<file path="src/rtl/bcd_pkg.sv">
`default_nettype none
// +----------------------------------------------------------------------+
// | Module  : bcd_pkg                                                    |
// | Brief   : Shared constants and FSM state type for the BCD converter. |
// | Revision: 1.0 - initial release                                      |
// +----------------------------------------------------------------------+
package bcd_pkg;

  localparam int DIGIT_W = 4;

  localparam logic [1:0] MODE_8421 = 2'd0;
  localparam logic [1:0] MODE_XS3  = 2'd1;
  localparam logic [1:0] MODE_2421 = 2'd2;
  localparam logic [1:0] MODE_5421 = 2'd3;

  typedef enum logic [1:0] {
    ST_IDLE   = 2'd0,
    ST_SHIFT  = 2'd1,
    ST_ENCODE = 2'd2,
    ST_DONE   = 2'd3
  } state_t;

  // Saturates rather than wraps so the size check stays meaningful for big DIGITS.
  function automatic longint unsigned pow10(input int n);
    longint unsigned v;
    v = 64'd1;
    for (int i = 0; i < n; i++) begin
      if (v > 64'd1844674407370955161) v = 64'hFFFF_FFFF_FFFF_FFFF;
      else v = v * 64'd10;
    end
    return v;
  endfunction

endpackage
`default_nettype wire

</file>
<file path="src/rtl/bcd_digit_encoder.sv">
`default_nettype none
// +----------------------------------------------------------------------+
// | Module  : bcd_digit_encoder                                          |
// | Brief   : Maps one decimal digit to 8421 / XS-3 / 2421 / 5421 code.  |
// | Revision: 1.0 - initial release                                      |
// +----------------------------------------------------------------------+
module bcd_digit_encoder
  import bcd_pkg::*;
(
  input  logic [DIGIT_W-1:0] digit,
  input  logic [1:0]         mode,
  output logic [DIGIT_W-1:0] code
);

  logic w_valid_digit;
  logic w_high_digit;

  assign w_valid_digit = (digit <= 4'd9);
  assign w_high_digit  = (digit >= 4'd5);

  // Non-decimal inputs pass through unchanged in every mode.
  always_comb begin
    code = digit;
    if (w_valid_digit) begin
      case (mode)
        MODE_8421: code = digit;
        MODE_XS3:  code = digit + 4'd3;
        MODE_2421: code = w_high_digit ? digit + 4'd6 : digit;
        MODE_5421: code = w_high_digit ? digit + 4'd3 : digit;
        default:   code = digit;
      endcase
    end
  end

endmodule
`default_nettype wire

</file>
<file path="src/rtl/bin2bcd_code_converter.sv">
`default_nettype none
// +----------------------------------------------------------------------+
// | Module  : bin2bcd_code_converter                                     |
// | Brief   : Sequential double-dabble converter with per-digit encoder. |
// | Revision: 1.0 - initial release                                      |
// +----------------------------------------------------------------------+
module bin2bcd_code_converter
  import bcd_pkg::*;
#(
  parameter int BIN_W  = 8,
  parameter int DIGITS = 3
) (
  input  logic                      clk,
  input  logic                      rst_n,
  input  logic                      in_valid,
  output logic                      in_ready,
  input  logic [BIN_W-1:0]          in_bin,
  input  logic [1:0]                in_mode,
  output logic                      out_valid,
  input  logic                      out_ready,
  output logic [DIGIT_W*DIGITS-1:0] out_data,
  output logic [1:0]                out_mode,
  output logic                      busy
);

  localparam int CNT_W = (BIN_W < 2) ? 1 : $clog2(BIN_W + 1);
  localparam int BCD_W = DIGIT_W * DIGITS;
  localparam logic [CNT_W-1:0] C_LAST_ITER = CNT_W'(BIN_W - 1);

  if (pow10(DIGITS) < (64'd1 << BIN_W)) begin : g_size_check
    $error("bin2bcd_code_converter: DIGITS=%0d too small for BIN_W=%0d", DIGITS, BIN_W);
  end

  state_t             r_state;
  state_t             w_state_nxt;
  logic [BIN_W-1:0]   r_bin;
  logic [BCD_W-1:0]   r_bcd;
  logic [CNT_W-1:0]   r_cnt;
  logic [1:0]         r_mode;
  logic               r_out_valid;
  logic [BCD_W-1:0]   r_out_data;
  logic [1:0]         r_out_mode;
  logic [BCD_W-1:0]   w_bcd_adj;
  logic [BCD_W-1:0]   w_code;
  logic [BCD_W+BIN_W-1:0] w_shift;
  logic               w_in_ready;
  logic               w_busy;

  for (genvar g = 0; g < DIGITS; g++) begin : g_digit
    assign w_bcd_adj[g*DIGIT_W +: DIGIT_W] =
      (r_bcd[g*DIGIT_W +: DIGIT_W] >= 4'd5) ? r_bcd[g*DIGIT_W +: DIGIT_W] + 4'd3
                                            : r_bcd[g*DIGIT_W +: DIGIT_W];

    bcd_digit_encoder u_enc (
      .digit (r_bcd[g*DIGIT_W +: DIGIT_W]),
      .mode  (r_mode),
      .code  (w_code[g*DIGIT_W +: DIGIT_W])
    );
  end

  assign w_shift = {w_bcd_adj, r_bin} << 1;

  always_ff @(posedge clk or negedge rst_n) begin
    if (!rst_n) r_state <= ST_IDLE;
    else        r_state <= w_state_nxt;
  end

  always_comb begin
    w_state_nxt = r_state;
    w_in_ready  = 1'b0;
    w_busy      = 1'b1;
    case (r_state)
      ST_IDLE: begin
        w_in_ready = 1'b1;
        w_busy     = 1'b0;
        if (in_valid) w_state_nxt = ST_SHIFT;
      end
      ST_SHIFT:  if (r_cnt == C_LAST_ITER) w_state_nxt = ST_ENCODE;
      ST_ENCODE: w_state_nxt = ST_DONE;
      ST_DONE:   if (out_ready) w_state_nxt = ST_IDLE;
      default:   w_state_nxt = ST_IDLE;
    endcase
  end

  always_ff @(posedge clk or negedge rst_n) begin
    if (!rst_n) begin
      r_bin       <= '0;
      r_bcd       <= '0;
      r_cnt       <= '0;
      r_mode      <= MODE_8421;
      r_out_valid <= 1'b0;
      r_out_data  <= '0;
      r_out_mode  <= MODE_8421;
    end else begin
      case (r_state)
        ST_IDLE: begin
          if (in_valid) begin
            r_bin  <= in_bin;
            r_mode <= in_mode;
            r_bcd  <= '0;
            r_cnt  <= '0;
          end
        end
        ST_SHIFT: begin
          r_bcd <= w_shift[BCD_W+BIN_W-1:BIN_W];
          r_bin <= w_shift[BIN_W-1:0];
          r_cnt <= r_cnt + CNT_W'(1);
        end
        ST_ENCODE: begin
          r_out_data  <= w_code;
          r_out_mode  <= r_mode;
          r_out_valid <= 1'b1;
        end
        ST_DONE: begin
          if (out_ready) r_out_valid <= 1'b0;
        end
        default: r_out_valid <= 1'b0;
      endcase
    end
  end

  assign in_ready  = w_in_ready;
  assign busy      = w_busy;
  assign out_valid = r_out_valid;
  assign out_data  = r_out_data;
  assign out_mode  = r_out_mode;

endmodule
`default_nettype wire

</file>
<file path="config.mk">
export PLATFORM = sky130hd
export DESIGN_NAME = bin2bcd_code_converter
export DESIGN_NICKNAME = d
export VERILOG_FILES = /design/src/rtl/bcd_pkg.sv /design/src/rtl/bcd_digit_encoder.sv /design/src/rtl/bin2bcd_code_converter.sv
export SDC_FILE = /design/constraint.sdc
export NUM_CORES = 1
export LEC_CHECK = 0
export ABC_CLOCK_PERIOD_IN_PS = 2020
export CELL_PAD_IN_SITES_DETAIL_PLACEMENT = 0
export CELL_PAD_IN_SITES_GLOBAL_PLACEMENT = 1
export CORE_MARGIN = 2
export CORE_UTILIZATION = 44
export DETAILED_ROUTE_END_ITERATION = 7
export PLACE_DENSITY_LB_ADDON = 0.1
export SYNTH_ARGS = -nofsm -noshare
export SYNTH_HDL_FRONTEND = slang
export SYNTH_HIERARCHICAL = 1
export SYNTH_SLANG_ARGS = --single-unit
</file>
<file path="constraint.sdc">
create_clock -name clk -period 2.02 [get_ports clk]
set_input_delay 0.303 -clock clk [delete_from_list [all_inputs] [get_ports clk]]
set_output_delay 0.303 -clock clk [all_outputs]
set_load 0.1 [all_outputs]
</file>
==> results.py <==
metrics = {
    "final_layout": {
        "antennaDiodeCount": 0,
        "final_cell_mix": "dfrtp_1 (41), buf_4 (31), ha_1 (25)",
        "area_growth_syn_to_layout_pct": 21.0,
        "layout-drive-gt1-share_pct": 22.8,
        "fillCellCount": 581,
        "final_nets": 381,
        "fin_cells": 419,
        "final_common_cell": "dfrtp_1",
    },
    "global_routing": {
        "grt_pass1_wl_mm": 10.8,
        "grt_antenna_before_repair": 0,
        "grt_usage_pct": 18.3,
        "grt_pass1_vias": 2295,
        "grt_overflow": 0,
        "grt_max_degree": 25,
    },
    "clocking": {
        "cts_tree": "yes",
        "clk_latency_ns": 0.30,
        "ctsLongestPathBuffers": 2,
        "post-cts-setup-buffers": 0,
        "cts.sinks": 43,
        "cts.htree.levels": 2,
        "clkTransAtPathRegs_ns": 0.09,
        "cts_buffers": 5,
        "cts_root_buf": "clkbuf_8",
    },
    "timing": {
        "finalSetupViolations": 0,
        "slew_viol_final": 0,
        "max-slew-margin-rel_pct": 57.2,
        "hold_violations": 0,
        "max_freq_mhz": 538,
        "finalCritPeriodShare_pct": 92.1,
        "tightestPinTransition_ns": 0.642,
        "rsz0062_at_grt": "false",
        "min_period_ns": 1.86,
        "finClkSkew_ns": 0.0140,
    },
    "die": {
        "die_area_sq_mm": 0.00731,
        "ios": 31,
        "die_x_um": 85.5,
        "core-area_sq_mm": 0.00639,
        "fp-row-count": 29,
        "start_util_pct": 45.7,
        "die_y_um": 85.5,
    },
    "logic_synthesis": {
        "synth_cells": 296,
        "synth-adder-area-share_pct": 11.1,
        "synth_flop_cell": "dfrtp_1",
        "syn_avg_cell_area_sq_um": 9.87,
        "yosysUniqueCellTypes": 40,
        "syn-cell-area_sq_mm": 0.00292,
        "synth_edf_count": 0,
        "synth-seq-cells": 43,
        "ys_seq_area_share_pct": 36.8,
        "yosys.area_share.simple_pct": 16.0,
        "synth_fp_nets": 336,
        "synth_compound_area_share_pct": 18.3,
        "yosysWarnings": 6,
        "synth-xor-area-share_pct": 2.10,
        "synthMuxAreaShare_pct": 10.3,
        "synthArstFlopShare_pct": 100,
        "synth_top_family_by_area": "compound AO/OA/AOI/OAI gates",
    },
    "routing": {
        "routed_wl_mm": 6.09,
        "wl_per_cell_um": 14.5,
        "avgViaCountPerCell": 5.53,
        "firstDrtPassIters": 4,
        "drc": 0,
        "vias": 2316,
        "ant_nets": 0,
        "drt_iter0_drc": 75,
    },
    "setup_path": {
        "worstPathMaxFanout": 5,
        "cp.arrival_ns": 2.05,
        "critical_path.startpoint_type": "flip-flop",
        "cp.required_ns": 2.21,
        "end_kind": "flip-flop",
        "crit_type": "reg -> reg",
    },
    "placed_design": {
        "dp.cells": 410,
        "gp_congestion": 0.762,
        "port_buffers": 30,
        "dp_hpwl_mm": 4.37,
    },
    "run_status": {
        "outcome": "completed",
    },
    "worst_hold_path": {
        "holdCritPathClass": "reg -> reg",
    },
    "flow_run": {
        "cap_violations": 0,
    },
}
stage by stage:
step	setup slack, ns	hold WS [ns]	utilization (%)	area, sq um	TNS (ns)
after detailed placement	0.145	0.314	53.0	3390	0
after global placement	0.131	0.309	53.0	3390	0
after floorplan	-0.110	0.00741	-	2950	-0.873
final	0.160	0.489	55.3	3530	0
after global routing	0.0148	0.531	55.3	3530	0
after CTS	0.118	0.501	55.3	3530	0
worst max-delay path, stage by stage, from the launching register on:
cell	delay, ns
dfrtp_1	0.39
inv_1	0.12
ha_1	0.31
o21bai_2	0.10
a211oi_2	0.32
nand2_1	0.12
xnor2_1	0.13
mux2_2	0.26
path summary, 6_finish.rpt:
path | endpoint | startpoint | slack, ns | depth (start not counted)
setup / recovery | out_data[8] | r_bcd[9] | 0.16 | 7
hold / removal | r_bin[6] | r_bin[6] | 0.49 | 2
setup reg to reg | out_data[8] | r_bcd[9] | 0.16 | 7
hold reg to reg | r_bin[6] | r_bin[6] | 0.49 | 2
max in group asynchronous | r_bcd[0] | rst_n | 0.99 | 3
min in group asynchronous | out_data[10] | rst_n | 0.50 | 2
routing by layer:
metal	routed length [um]	global-route usage [%]	up-vias
met1	2930	24.4	1121
met5	0	0	-
met2	2920	30.7	34
met4	91	5.77	0
met3	154	2.63	10
li1	-	-	1151
sequential cells by signal, summed over array words and instances, names as in the netlist:
register   flops
out_data      12
out_mode       2
out_valid      1
r_bcd         12
r_bin          8
r_cnt          4
r_mode         2
r_state        2
synth_stat cells, types with 4 or more instances:
| library cell | number | share of area, % |
|---|---|---|
| nand2b_1 | 10 | 2.1 |
| a22o_1 | 5 | 1.5 |
| nor3b_1 | 8 | 2.1 |
| nor2_1 | 12 | 1.5 |
| nand3_1 | 7 | 1.2 |
| inv_1 | 24 | 3.1 |
| dfrtp_1 | 43 | 37 |
| a21oi_1 | 23 | 3.9 |
| nor3_1 | 5 | 0.86 |
| o21ai_0 | 14 | 2.4 |
| mux2_2 | 17 | 6.6 |
| nand2_1 | 22 | 2.8 |
| ha_1 | 26 | 11 |
| buf_4 | 6 | 1.5 |
| xnor2_1 | 6 | 1.8 |
| mux2i_1 | 11 | 3.8 |
| nor2b_1 | 4 | 0.86 |
| o22ai_1 | 6 | 1.3 |
area by class of cell:
| cell class | count | area, sq um | share of cell area [%] |
|---|---|---|---|
| multi-input combinational | 219 | 1700 | 48.2 |
| sequential | 43 | 1080 | 30.5 |
| timing repair buffer | 48 | 428 | 12.1 |
| tap | 77 | 96.3 | 2.73 |
| inverter | 24 | 93.8 | 2.66 |
| clock buffer | 6 | 72.6 | 2.05 |
| clock inverter | 2 | 60.1 | 1.70 |
repair_timing:
action                                  in CTS  in global routing
hold endpoints to repair                    12                  0
hold buffers                                 1                  0
gates resized for setup                      0                  2
endpoints found under the setup margin       0                  2
cell families after synthesis:
logic type | after synthesis
xor gates and xnor gates | 7
buffers and inverters | 34
and+or+nand+nor | 80
AOI/OAI and AO/OA | 78
DFF | 43
muxes | 28
adders and majority gates | 26
Power is not shown: default switching activity piles up to over one toggle a cycle in this logic, so the estimate is an artifact.
